===== config.mk =====
export PLATFORM = sky130hd
export DESIGN_NAME = cache_tag_judge
export DESIGN_NICKNAME = d
export VERILOG_FILES = /design/src/rtl/cache_tag_judge.sv
export SDC_FILE = /design/constraint.sdc
export NUM_CORES = 2
export LEC_CHECK = 0
export ABC_AREA = 0
export BUFFER_PORTS_ARGS = -buffer_cell sky130_fd_sc_hd__buf_2
export CAP_MARGIN = 10
export CORE_MARGIN = 5
export CORE_UTILIZATION = 40
export DETAILED_ROUTE_END_ITERATION = 12
export GPL_TIMING_DRIVEN = 0
export PLACE_DENSITY = 0.59
export SYNTH_ARGS = -nofsm -noshare
export SYNTH_HDL_FRONTEND = slang
export SYNTH_SLANG_ARGS = --single-unit

===== constraint.sdc =====
create_clock -name cpuclk -period 45.4 [get_ports cpuclk]
set_clock_uncertainty 0.2 [all_clocks]
set_input_delay 6.81 -clock cpuclk [delete_from_list [all_inputs] [get_ports cpuclk]]
set_output_delay 6.81 -clock cpuclk [all_outputs]
set_load 0.03 [all_outputs]

===== src/rtl/cache_tag_judge.sv =====
`default_nettype none
// ============================================================================
// Module  : cache_tag_judge
// Brief   : 4-way tag store, PLRU victim select and hit/miss judge for the
//           16-line PSRAM cache, with a one-line-per-cycle invalidate sweep.
// Revision: 1.0 - initial release
// ============================================================================
module cache_tag_judge #(
   parameter int LINE_NUM      = 16,
   parameter int TAG_W         = 13,
   parameter bit INIT_ON_RESET = 1'b1
) (
   input  logic             cpuclk,
   input  logic             WSHRST,
   input  logic             init_req,
   output logic             run_inittag,
   input  logic             READ_TAG,
   input  logic [3:0]       read_lineno,
   input  logic [22:0]      buf_addr,
   input  logic             buf_wvalid,
   input  logic             buf_rvalid,
   output logic [3:0]       HIT_way,
   output logic             MISS,
   output logic [3:0]       miss_way,
   output logic             miss_dirty,
   output logic [TAG_W-1:0] miss_tag,
   output logic [3:0]       miss_lineno,
   output logic [TAG_W-1:0] refill_tag,
   input  logic             fill_done,
   output logic             busy
);

   typedef enum logic [1:0] {
      ST_INIT  = 2'd0,
      ST_IDLE  = 2'd1,
      ST_CMP   = 2'd2,
      ST_MWAIT = 2'd3
   } state_t;

   localparam logic [3:0] c_LAST_LINE = 4'(LINE_NUM - 1);

   state_t           r_state;
   state_t           w_state_nxt;
   logic [3:0]       r_valid [LINE_NUM];
   logic [3:0]       r_dirty [LINE_NUM];
   logic [2:0]       r_plru  [LINE_NUM];
   logic [TAG_W-1:0] r_tag   [LINE_NUM][4];
   logic [3:0]       r_init_cnt;
   logic             r_init_pend;
   logic [3:0]       r_cmp_line;
   logic [TAG_W-1:0] r_cmp_tag;
   logic             r_cmp_wr;
   logic [3:0]       w_cur_valid;
   logic [2:0]       w_cur_plru;
   logic [3:0]       w_hit_vec;
   logic [3:0]       w_vict;
   logic [TAG_W-1:0] w_vict_tag;
   logic             w_unused;

   // A read is the default; only the write flag changes behaviour.
   assign w_unused    = ^{buf_rvalid, buf_addr[9:0]};
   assign run_inittag = (r_state == ST_INIT);
   assign busy        = (r_state != ST_IDLE);

   assign w_cur_valid  = r_valid[r_cmp_line];
   assign w_cur_plru   = r_plru[r_cmp_line];
   assign w_hit_vec[0] = w_cur_valid[0] && (r_tag[r_cmp_line][0] == r_cmp_tag);
   assign w_hit_vec[1] = w_cur_valid[1] && (r_tag[r_cmp_line][1] == r_cmp_tag);
   assign w_hit_vec[2] = w_cur_valid[2] && (r_tag[r_cmp_line][2] == r_cmp_tag);
   assign w_hit_vec[3] = w_cur_valid[3] && (r_tag[r_cmp_line][3] == r_cmp_tag);

   // PLRU bits: [0]=pair select, [1]=within {0,1}, [2]=within {2,3}.
   function automatic logic [2:0] plru_touch(input logic [2:0] p, input logic [3:0] way);
      logic [2:0] n;
      n = p;
      if (way[0]) begin
         n[0] = 1'b1; n[1] = 1'b1;
      end else if (way[1]) begin
         n[0] = 1'b1; n[1] = 1'b0;
      end else if (way[2]) begin
         n[0] = 1'b0; n[2] = 1'b1;
      end else if (way[3]) begin
         n[0] = 1'b0; n[2] = 1'b0;
      end
      return n;
   endfunction

   always_comb begin
      w_vict = 4'b0001;
      if (!w_cur_valid[0])      w_vict = 4'b0001;
      else if (!w_cur_valid[1]) w_vict = 4'b0010;
      else if (!w_cur_valid[2]) w_vict = 4'b0100;
      else if (!w_cur_valid[3]) w_vict = 4'b1000;
      else if (!w_cur_plru[0])  w_vict = w_cur_plru[1] ? 4'b0010 : 4'b0001;
      else                      w_vict = w_cur_plru[2] ? 4'b1000 : 4'b0100;
   end

   always_comb begin
      w_vict_tag = r_tag[r_cmp_line][0];
      case (w_vict)
         4'b0010: w_vict_tag = r_tag[r_cmp_line][1];
         4'b0100: w_vict_tag = r_tag[r_cmp_line][2];
         4'b1000: w_vict_tag = r_tag[r_cmp_line][3];
         default: w_vict_tag = r_tag[r_cmp_line][0];
      endcase
   end

   always_comb begin
      w_state_nxt = r_state;
      case (r_state)
         ST_INIT:  if (r_init_cnt == c_LAST_LINE) w_state_nxt = ST_IDLE;
         ST_IDLE: begin
            if (init_req || r_init_pend) w_state_nxt = ST_INIT;
            else if (READ_TAG)           w_state_nxt = ST_CMP;
         end
         ST_CMP:   w_state_nxt = (|w_hit_vec) ? ST_IDLE : ST_MWAIT;
         ST_MWAIT: if (fill_done) w_state_nxt = ST_IDLE;
         default:  w_state_nxt = ST_IDLE;
      endcase
   end

   always_ff @(posedge cpuclk or posedge WSHRST) begin
      if (WSHRST) r_state <= INIT_ON_RESET ? ST_INIT : ST_IDLE;
      else        r_state <= w_state_nxt;
   end

   always_ff @(posedge cpuclk or posedge WSHRST) begin
      if (WSHRST) begin
         for (int l = 0; l < LINE_NUM; l++) begin
            r_valid[l]  <= '0;
            r_dirty[l]  <= '0;
            r_plru[l]   <= '0;
            r_tag[l][0] <= '0;
            r_tag[l][1] <= '0;
            r_tag[l][2] <= '0;
            r_tag[l][3] <= '0;
         end
         r_init_cnt  <= '0;
         r_init_pend <= 1'b0;
         r_cmp_line  <= '0;
         r_cmp_tag   <= '0;
         r_cmp_wr    <= 1'b0;
         HIT_way     <= '0;
         MISS        <= 1'b0;
         miss_way    <= '0;
         miss_dirty  <= 1'b0;
         miss_tag    <= '0;
         miss_lineno <= '0;
         refill_tag  <= '0;
      end else begin
         HIT_way <= '0;
         MISS    <= 1'b0;
         // An init request seen while busy is remembered until the next IDLE cycle.
         if (r_state == ST_IDLE) r_init_pend <= 1'b0;
         else if (init_req)      r_init_pend <= 1'b1;

         case (r_state)
            ST_INIT: begin
               r_valid[r_init_cnt] <= '0;
               r_dirty[r_init_cnt] <= '0;
               r_plru[r_init_cnt]  <= '0;
               r_init_cnt <= (r_init_cnt == c_LAST_LINE) ? 4'd0 : r_init_cnt + 4'd1;
            end
            ST_IDLE: begin
               if (w_state_nxt == ST_CMP) begin
                  r_cmp_line <= read_lineno;
                  r_cmp_tag  <= buf_addr[22 -: TAG_W];
                  r_cmp_wr   <= buf_wvalid;
               end
            end
            ST_CMP: begin
               if (|w_hit_vec) begin
                  HIT_way            <= w_hit_vec;
                  r_plru[r_cmp_line] <= plru_touch(w_cur_plru, w_hit_vec);
                  if (r_cmp_wr) r_dirty[r_cmp_line] <= r_dirty[r_cmp_line] | w_hit_vec;
               end else begin
                  MISS        <= 1'b1;
                  miss_way    <= w_vict;
                  miss_dirty  <= |(w_vict & w_cur_valid & r_dirty[r_cmp_line]);
                  miss_tag    <= w_vict_tag;
                  miss_lineno <= r_cmp_line;
                  refill_tag  <= r_cmp_tag;
               end
            end
            ST_MWAIT: begin
               if (fill_done) begin
                  r_valid[miss_lineno] <= r_valid[miss_lineno] | miss_way;
                  r_dirty[miss_lineno] <= r_dirty[miss_lineno] & ~miss_way;
                  r_plru[miss_lineno]  <= plru_touch(r_plru[miss_lineno], miss_way);
                  if (miss_way[0]) r_tag[miss_lineno][0] <= refill_tag;
                  if (miss_way[1]) r_tag[miss_lineno][1] <= refill_tag;
                  if (miss_way[2]) r_tag[miss_lineno][2] <= refill_tag;
                  if (miss_way[3]) r_tag[miss_lineno][3] <= refill_tag;
                  miss_way   <= '0;
                  miss_dirty <= 1'b0;
               end
            end
            default: ;
         endcase
      end
   end

   a_onehot_hit: assert property (@(posedge cpuclk) disable iff (WSHRST)
      (r_state == ST_CMP) |-> $onehot0(w_hit_vec));

endmodule
`default_nettype wire


==> reports/qor.txt <==
status: complete, no violations
Fillers: 12600
Total Routing Usage GR: 35.8%
ys flop type: dfrtp_1
fmax: 0.0977 GHz
Post-DP HPWL: 193 mm
Starting Density: 40.1%
IO buf count: 63
Fin. Hold Viols: 0
routed length per instance: 41.5 microns
worst hold path type: register to register
share of post-route cells with drive strength above 1: 35.0%
RSZ-0062 raised after global routing: no
Tmin final: 10240 ps
Synth Register Bits: 1073
clock slew at reported path FFs: 60 ps
Longest Clk Path Bufs: 3
Post-DP Area: 58300 sq um
leakage: 28.0 nW
DRC: 0
Post-Route WL: 265 mm
crit start category: primary input
Setup TNS Final: 0 ps
Worst Path Arrival: 10690 ps
most frequent cells in the layout: 1073 x dfrtp_1, 885 x mux2_2, 289 x mux4_2
Register Area: 26900 sq um
syn avg cell area: 12.9 sq um
Worst slew margin: 5.94%
post-route cell area: 62400 sq um
Die X: 381 microns
Max Cap Viol: 0
die area: 145000 sq um
Sinks on Clock Net: 1073
cts bufs inserted: 119
vias in the first global route: 42200
Vias: 42800
# rows: 136
Req. time, crit path: 45850 ps
worst-case vdd ir drop: 0.0538 mV
Max FO, Critical Path: 10
sequential element share of the synthesized area: 48.8%
fin nets: 4532
Worst Tran Pin Value: 1410 ps
setup bufs post-CTS: 0
Vias/cell: 6.70
global-route wire length before repair: 360 mm
Iteration-0 DRC Markers: 5592
TritonCTS clock tree: yes
commonest non-fill, non-tap cell in the layout: dfrtp_1
critical path class: primary input to register
root buffer cell: clkbuf_16
synth-to-layout area growth: 13.4%
largest net degree at the start of global routing: 130
pwr dens: 59.8 nW/um^2
hold-fix buffers at CTS: 0
GRT overflow: 0
Placer Congestion: 1.05
Overall Power: 3.73 mW
fin. max-slew vios: 0
EDFF count, synth: 0
# IOs: 76
Netlist cell types: 91
Die Y: 381 microns
Synth async-reset ratio: 100%
Routed Antenna Nets: 0
final core utilization: 45.5%
antenna violations before repair: 22
Resized cells post-CTS: 0
Post-Synthesis Cells: 4274
Final Cycle Share: 22.5%
Final Setup Violations: 0
core area: 137000 sq um
Worst Setup End Kind: register
Pre-antenna DRT Iters: 8
Syn. warnings: 0
Synth Cell Area: 55100 sq um
area used by multi-input combinational logic: 26300 sq um
clock latency on the worst-skew pair: 820 ps
Layout Cells excl Fill: 6387
Synthesized Nets: 4312
Placed Cells: 6165
H-tree depth: 3
-- state kept, by name (all words and copies together) (netlist names) --
| signal | count |
|---|---|
| MISS | 1 |
| r_init_pend | 1 |
| r_dirty | 64 |
| HIT_way | 4 |
| miss_way | 4 |
| miss_lineno | 4 |
| r_valid | 64 |
| r_init_cnt | 4 |
| r_cmp_wr | 1 |
| r_state | 2 |
| refill_tag | 13 |
| r_plru | 48 |
| r_cmp_tag | 13 |
| miss_dirty | 1 |
| r_cmp_line | 4 |
| r_tag | 832 |
| miss_tag | 13 |
-- area by class of cell --
class	count	share of cell area, %
Sequential cell	1073	43.0
Tap cell	1794	3.60
Multi-Input combinational cell	2784	42.2
Timing Repair Buffer	99	1.52
Inverter	33	0.210
Antenna cell	5	0.0200
Buffer	384	2.84
Clock inverter	40	1.03
Clock buffer	175	5.57
-- worst max-delay path, stage by stage --
cell,delay [ps]
clkbuf_1,470
inv_1,200
nor2_1,590
nand2_1,250
clkbuf_1,350
nor2_1,800
clkbuf_1,780
mux2_2,410
-- final timing paths --
check,slack (ps),end,depth (start not counted),from
worst max-delay path,35160,r_tag[492],8,fill_done
worst min-delay path,300,r_tag[234],1,r_tag[234]
worst max register to register,36030,miss_tag[12],13,r_cmp_line[2]
worst min register to register,300,r_tag[234],1,r_tag[234]
max in group asynchronous,36520,r_tag[289],7,WSHRST
min in group asynchronous,5960,r_tag[595],3,WSHRST
-- power breakdown --
part / switching, mW / internal [mW] / total (mW)
registers: 0.0736 / 1.01 / 1.08
logic: 1.24 / 0.383 / 1.62
clock network: 0.435 / 0.593 / 1.03
-- metal layers --
layer	routed length [microns]	vias to the layer above	track usage, %
met5	151	-	0.562
met4	22500	10	23.6
met3	25100	843	9.54
met2	117000	2794	54.4
met1	101000	22700	45.2
li1	-	16400	-
-- cells in the mapped netlist (39+ instances only) --
| master | n | area [sq um] |
|---|---|---|
| xnor2_1 | 43 | 377 |
| nand2_1 | 283 | 1060 |
| a22o_1 | 73 | 639 |
| nand3_1 | 46 | 230 |
| mux4_2 | 289 | 6510 |
| nor2_1 | 250 | 938 |
| mux2_2 | 885 | 9970 |
| dfrtp_1 | 1073 | 26900 |
| mux2i_1 | 145 | 1450 |
| o22ai_1 | 39 | 244 |
| clkbuf_1 | 246 | 923 |
| a21oi_1 | 90 | 450 |
| o21ai_0 | 183 | 916 |
| buf_2 | 56 | 280 |
-- logic make-up (layout without fill, tap and decap cells) --
kind of cell / after synthesis / in the layout / synth area share (%)
adders and majority gates: 4 / 4 / 0.0909
and+or+nand+nor: 740 / 740 / 5.88
DFF: 1073 / 1073 / 48.8
muxes: 1320 / 1320 / 32.6
buffers and inverters: 417 / 731 / 3.44
xor gates and xnor gates: 47 / 47 / 0.748
other: 0 / 5 / 0
AOI/OAI and AO/OA: 673 / 673 / 8.47
-- metrics by stage --
stage / hold WS (ps) / setup slack (ps)
floorplan: 261 / 8180
global placement: 274 / -5240
detailed placement: 286 / 34480
CTS: 299 / 35290
global route: 304 / 35090
finish: 298 / 35160
Note: power is estimated with default switching activity, not from simulation.
